--- src/rtl/motion_pkg.sv ---
// rtl/motion_pkg.sv - shared state, widths and parameter indices for the axis motion path
package motion_pkg;

  localparam int CNT_W      = 32;
  localparam int NUM_PARAMS = 5;

  // Order matches the parameter set emitted by the speed-to-timing stage.
  localparam int IDX_N     = 0;
  localparam int IDX_NN    = 1;
  localparam int IDX_T0    = 2;
  localparam int IDX_TNA   = 3;
  localparam int IDX_DELTA = 4;

  typedef enum logic [2:0] {
    IDLE,
    LOAD,
    ACCEL,
    CRUISE,
    DECEL,
    FINISH
  } motion_state_t;

endpackage

--- src/rtl/step_period_timer.sv ---
// rtl/step_period_timer.sv - per-step period counter producing the STEP level and period end
module step_period_timer #(
  parameter int PULSE_W = 4,
  parameter int CNT_W   = 32
) (
  input  logic             clk,
  input  logic             reset,
  input  logic             run,
  input  logic [CNT_W-1:0] period,
  output logic             step_level,
  output logic             period_end
);

  logic [CNT_W-1:0] tc;

  assign period_end = run && (tc == period - CNT_W'(1));
  assign step_level = run && (tc < CNT_W'(PULSE_W));

  // Holding tc at zero while idle means the next step always starts from a clean period.
  always_ff @(posedge clk or negedge reset) begin
    if (!reset) begin
      tc <= '0;
    end else if (!run || period_end) begin
      tc <= '0;
    end else begin
      tc <= tc + CNT_W'(1);
    end
  end

endmodule

--- src/rtl/step_pulse_generator.sv ---
// rtl/step_pulse_generator.sv - one-axis STEP/DIR pulse train with trapezoidal period ramp
module step_pulse_generator #(
  parameter int PULSE_W = 4,
  parameter int CNT_W   = motion_pkg::CNT_W
) (
  input  logic             clk,
  input  logic             reset,
  input  logic             start,
  input  logic             abort,
  input  logic             params_valid,
  input  logic             dir_in,
  input  logic [CNT_W-1:0] n_steps,
  input  logic [CNT_W-1:0] nn,
  input  logic [CNT_W-1:0] t0,
  input  logic [CNT_W-1:0] tna,
  input  logic [CNT_W-1:0] delta,
  output logic             step,
  output logic             dir_out,
  output logic             busy,
  output logic             done,
  output logic [CNT_W-1:0] step_count
);
  import motion_pkg::*;

  localparam logic [CNT_W-1:0] MIN_P = CNT_W'(2 * PULSE_W);

  motion_state_t    state;
  logic [CNT_W-1:0] prm [NUM_PARAMS];
  logic [CNT_W-1:0] g;
  logic [CNT_W-1:0] cur;
  logic [CNT_W-1:0] a_steps;

  logic             run;
  logic             period_end;
  logic [CNT_W-1:0] period;
  logic [CNT_W-1:0] k_inc;
  logic [CNT_W-1:0] g_inc;

  motion_state_t    se_state;
  logic [CNT_W-1:0] se_g;
  logic [CNT_W-1:0] se_cur;
  logic [CNT_W-1:0] se_a;
  logic             enter_decel;

  function automatic logic [CNT_W-1:0] ramp_down(input logic [CNT_W-1:0] c,
                                                 input logic [CNT_W-1:0] lo,
                                                 input logic [CNT_W-1:0] d);
    return ({1'b0, c} > ({1'b0, lo} + {1'b0, d})) ? c - d : lo;
  endfunction

  function automatic logic [CNT_W-1:0] ramp_up(input logic [CNT_W-1:0] c,
                                               input logic [CNT_W-1:0] hi,
                                               input logic [CNT_W-1:0] d);
    logic [CNT_W:0] s;
    s = {1'b0, c} + {1'b0, d};
    return (s < {1'b0, hi}) ? s[CNT_W-1:0] : hi;
  endfunction

  assign run    = (state == ACCEL) || (state == CRUISE) || (state == DECEL);
  assign period = (cur > MIN_P) ? cur : MIN_P;
  assign k_inc  = step_count + CNT_W'(1);
  assign g_inc  = g + CNT_W'(1);

  step_period_timer #(
    .PULSE_W (PULSE_W),
    .CNT_W   (CNT_W)
  ) u_timer (
    .clk        (clk),
    .reset      (reset),
    .run        (run),
    .period     (period),
    .step_level (step),
    .period_end (period_end)
  );

  // Phase bookkeeping applied at the end of the current step.
  always_comb begin
    se_state    = state;
    se_g        = g;
    se_cur      = cur;
    se_a        = a_steps;
    enter_decel = 1'b0;
    case (state)
      ACCEL: begin
        se_g = g_inc;
        if (g_inc == prm[IDX_NN]) begin
          se_g   = '0;
          se_cur = ramp_down(cur, prm[IDX_TNA], prm[IDX_DELTA]);
        end
        if ({k_inc, 1'b0} >= {1'b0, prm[IDX_N]}) begin
          enter_decel = 1'b1;
          se_a        = k_inc;
        end else if (se_cur == prm[IDX_TNA]) begin
          se_state = CRUISE;
          se_a     = k_inc;
        end
      end
      CRUISE: begin
        if ((a_steps != '0) && ((prm[IDX_N] - k_inc) <= a_steps)) begin
          enter_decel = 1'b1;
          se_g        = '0;
        end
      end
      DECEL: begin
        se_g = g_inc;
        if (g_inc == prm[IDX_NN]) begin
          se_g   = '0;
          se_cur = ramp_up(cur, prm[IDX_T0], prm[IDX_DELTA]);
        end
      end
      default: begin
      end
    endcase
    // Deceleration replays the ramp backwards, so the group position is mirrored.
    if (enter_decel) begin
      se_state = DECEL;
      se_g     = prm[IDX_NN] - se_g;
      if (se_g == prm[IDX_NN]) begin
        se_g   = '0;
        se_cur = ramp_up(se_cur, prm[IDX_T0], prm[IDX_DELTA]);
      end
    end
    if (k_inc == prm[IDX_N]) begin
      se_state = FINISH;
    end
  end

  always_ff @(posedge clk or negedge reset) begin
    if (!reset) begin
      state <= IDLE;
      for (int i = 0; i < NUM_PARAMS; i++) begin
        prm[i] <= '0;
      end
      g          <= '0;
      cur        <= '0;
      a_steps    <= '0;
      dir_out    <= 1'b0;
      busy       <= 1'b0;
      done       <= 1'b0;
      step_count <= '0;
    end else begin
      done <= 1'b0;
      if (abort && (state != IDLE) && (state != FINISH)) begin
        state <= FINISH;
        busy  <= 1'b0;
        done  <= 1'b1;
      end else begin
        case (state)
          IDLE: begin
            if (start && params_valid) begin
              prm[IDX_N]     <= n_steps;
              prm[IDX_NN]    <= nn;
              prm[IDX_T0]    <= t0;
              prm[IDX_TNA]   <= tna;
              prm[IDX_DELTA] <= delta;
              dir_out        <= dir_in;
              busy           <= 1'b1;
              state          <= LOAD;
            end
          end
          LOAD: begin
            step_count <= '0;
            g          <= '0;
            cur        <= prm[IDX_T0];
            a_steps    <= '0;
            if (prm[IDX_N] == '0) begin
              state <= FINISH;
              busy  <= 1'b0;
              done  <= 1'b1;
            end else if ((prm[IDX_NN] == '0) || (prm[IDX_DELTA] == '0) ||
                         (prm[IDX_T0] <= prm[IDX_TNA])) begin
              state <= CRUISE;
            end else begin
              state <= ACCEL;
            end
          end
          ACCEL, CRUISE, DECEL: begin
            if (period_end) begin
              step_count <= k_inc;
              g          <= se_g;
              cur        <= se_cur;
              a_steps    <= se_a;
              state      <= se_state;
              if (se_state == FINISH) begin
                busy <= 1'b0;
                done <= 1'b1;
              end
            end
          end
          FINISH: begin
            state <= IDLE;
          end
          default: begin
            state <= IDLE;
          end
        endcase
      end
    end
  end

endmodule

--- config.mk ---
export PLATFORM = sky130hd
export DESIGN_NAME = step_pulse_generator
export DESIGN_NICKNAME = d
export VERILOG_FILES = /design/src/rtl/motion_pkg.sv /design/src/rtl/step_period_timer.sv /design/src/rtl/step_pulse_generator.sv
export SDC_FILE = /design/constraint.sdc
export NUM_CORES = 2
export LEC_CHECK = 0
export CORE_UTILIZATION = 67
export DETAILED_ROUTE_END_ITERATION = 6
export GPL_TIMING_DRIVEN = 0
export PLACE_DENSITY = 0.88
export SETUP_SLACK_MARGIN = 0.05
export SLEW_MARGIN = 0
export SYNTH_ARGS = -nofsm -noshare
export SYNTH_HDL_FRONTEND = slang
export SYNTH_SLANG_ARGS = --single-unit
--- constraint.sdc ---
create_clock -name clk -period 18.9 [get_ports clk]
set_input_delay 3.78 -clock clk [delete_from_list [all_inputs] [get_ports clk]]
set_output_delay 3.78 -clock clk [all_outputs]
set_load 0.02 [all_outputs]
==> flow_metrics.env <==
export IMPL_status="finished with violations"
export IMPL_violations="design-rule violations, max-capacitance violations, max-slew violations"
export IMPL_post_synth_top_count_cell="o21ai_0"
export IMPL_synthFlopType="dfrtp_1"
export IMPL_post_cts_repair_setup_buffers=0
export IMPL_path_buf_inv=4
export IMPL_grt_setup_unrepaired="false"
export IMPL_synth_nets=5211
export IMPL_yosysTopAreaCellShare=0.2262
export IMPL_grt_pass1_wl_mm=222.5
export IMPL_cts_sinks=326
export IMPL_core_rowCount=84
export IMPL_n_fill_cell=3977
export IMPL_numCtsBuffers=42
export IMPL_syn_avg_cell_area_um2=7.744
export IMPL_critical_path_class="flop to flop"
export IMPL_route_antenna_remaining_nets=0
export IMPL_maxClockFrequency_mhz=58.29
export IMPL_firstDrtPassIters=7
export IMPL_worstSetupStartpointType="flop"
export IMPL_cpMostUsedCell="o21ai_0"
export IMPL_synthTopCellsByCount="o21ai_0 (434), nand2_1 (422), nor2_1 (383), ha_1 (382), a21oi_1 (341)"
export IMPL_regArea_um2=8158
export IMPL_htreeDepth=2
export IMPL_ys_seq_area_frac=0.2262
export IMPL_antenna_found_initial=12
export IMPL_utilization=0.7660
export IMPL_area_delta_synth_final_pct=12.30
export IMPL_remaining_drc_errors=48
export IMPL_holdCritPathClass="flop to flop"
export IMPL_cp_end_kind="flop"
export IMPL_yosys_warnings=0
export IMPL_slowest_delay_ps=910
export IMPL_synth_top_area_cell="dfrtp_1"
export IMPL_grt_pass1_vias=37680
export IMPL_syn_inst=4657
export IMPL_cp_top_family="compound AO/OA/AOI/OAI gates"
export IMPL_coreArea_um2=52870
export IMPL_multi_input_area_um2=25810
export IMPL_worstMarginPinSlew_ps=1562
export IMPL_min_period_ps=17160
export IMPL_path_max_fanout=10
export IMPL_clock_path_buffers=3
export IMPL_ys_ff_latch=326
export IMPL_drtIter0Drc=6307
export IMPL_wl_per_cell_um=26.66
export IMPL_cts_resized=0
export IMPL_dp_hpwl_mm=115.5
export IMPL_drv_cap=2
export IMPL_die_h_um=234
export IMPL_synth_distinct_cells=105
export IMPL_track_usage=0.5374
export IMPL_clock_skew_ps=36.79
export IMPL_clock_latency_ps=640
export IMPL_maxSlewViolCount=11
export IMPL_vias=40770
export IMPL_post_route_period_util=0.9077
export IMPL_finalNetCount=5459
export IMPL_netlist_area_um2=36060
export IMPL_die_w_um=234
export IMPL_ctsHoldBuffers=0
export IMPL_finalSetupViolations=0
export IMPL_gr_total_overflow=0
export IMPL_start_util=0.6821
export IMPL_portBuffers=201
export IMPL_ys_async_sr_fraction=1.000
export IMPL_io_pins=202
export IMPL_grt_max_degree=102
export IMPL_tritoncts="built"
export IMPL_gp_congestion=1.143
export IMPL_via_per_inst=7.241
export IMPL_hold_viol_final=0
export IMPL_synth_edf_count=0
export IMPL_critPathArrivalTime_ps=17660
export IMPL_die_area_um2=54760
export IMPL_drive_above_1_share=0.05024
export IMPL_root_buffer="clkbuf_16"
export IMPL_worst_path_max_delay_cell="a311oi_1"
export IMPL_routed_wl_mm=150.1
export IMPL_cts_clk_slew_worst_paths_ps=60
export IMPL_critPathRequiredTime_ps=19400
export IMPL_slew_headroom=-0.04109
export IMPL_synthTopCellsByArea="dfrtp_1 (23%), ha_1 (13%), o21ai_0 (6.0%)"
==> logic make-up after synthesis <==
kind of cell	count (synthesis)	synth area share
AO/OA/AOI/OAI	1402	0.2491
XOR/XNOR	350	0.09014
adder cells (fa/ha/maj)	388	0.1359
buffers and inverters	546	0.05898
flip-flops	326	0.2262
multiplexers	85	0.02515
AND/OR/NAND/NOR	1560	0.2145
==> layer usage <==
layer,share of wire,routed length (µm),up-vias,track usage
met5,0.0019,285,-,0
met1,0.36,54610,18930,0.6782
met4,0.072,10730,18,0.3040
li1,-,-,17510,-
met2,0.40,59800,3385,0.7659
met3,0.16,24680,923,0.2274
==> cell type report <==
cell class / instances / share of cell area
diodes: 6 / 0.0003707
plain buffers: 246 / 0.02472
clock buffers: 59 / 0.03000
clock inverters: 16 / 0.005221
inverters: 300 / 0.02781
multi-input cells: 3785 / 0.6373
flip-flops and latches: 326 / 0.2014
well taps: 688 / 0.02126
repair buffers: 204 / 0.05184
==> placed cells by master, fill, tap and decap left out, types with 28 or more instances in the layout <==
master,netlist,layout
a21o_1,80,80
nor3_1,101,101
o21bai_1,35,35
o2111ai_1,28,28
nor2_1,383,382
mux2i_1,40,40
nor2b_1,46,46
inv_1,297,297
nand2b_1,41,41
clkdlybuf4s50_1,0,200
and2_1,29,29
ha_1,382,382
xnor2_1,209,209
a21oi_1,341,341
o21a_1,43,43
o21ai_0,434,434
xor2_1,128,128
nand2_1,422,422
nand4_1,102,102
and3_1,54,54
mux2_2,45,45
clkbuf_1,202,209
nand3_1,154,154
a211oi_1,55,55
dfrtp_1,326,326
o31ai_1,42,42
clkbuf_16,0,42
a31oi_1,32,32
nor4_1,83,78
o211ai_1,38,38
==> state kept, by name (all words and copies together), names as in the netlist <==
| name | flops |
|---|---|
| state | 3 |
| g | 32 |
| a_steps | 32 |
| prm | 160 |
| cur | 32 |
| done | 1 |
| step_count | 32 |
| u_timer.tc | 32 |
| busy | 1 |
| dir_out | 1 |
==> through the flow <==
stage	TNS, ps	area, µm²	hold WS, ps	setup slack, ps	instances
floorplan	0	36060	492.0	8169	4657
global placement	-248330	38930	488.2	-816.7	5546
detailed placement	0	39040	499.7	2663	5549
CTS	0	40470	511.9	2603	5624
global route	0	40490	541.4	1432	5625
finish	0	40500	511.3	1744	5630
==> worst reg2reg max path, delay by kind of cell, from the launching register on <==
family / cells / cell delay (ps)
flops: 1 / 520
buf+inv: 4 / 1480
simple gates: 10 / 3340
xor+xnor: 2 / 230
compound gates: 27 / 9830
fa+ha+maj: 5 / 1590
==> final timing paths <==
kind,startpoint,end,slack (ps),cells after the start
worst max-delay path,prm[0]$_DFFE_PN0P_,cur[20]$_DFFE_PN0P_,1740,48
worst min-delay path,dir_out$_DFFE_PN0P_,dir_out$_DFFE_PN0P_,510,1
worst min register to register,dir_out$_DFFE_PN0P_,dir_out$_DFFE_PN0P_,510,1
min in group asynchronous,reset,prm[18]$_DFFE_PN0P_,3050,1
max in group asynchronous,reset,step_count[17]$_DFFE_PN0P_,14920,2
worst max register to register,prm[0]$_DFFE_PN0P_,cur[20]$_DFFE_PN0P_,1740,48
Power is left out: the tool's default activity adds up to more than one toggle a clock period on the data nets, which glitch-free logic cannot reach.
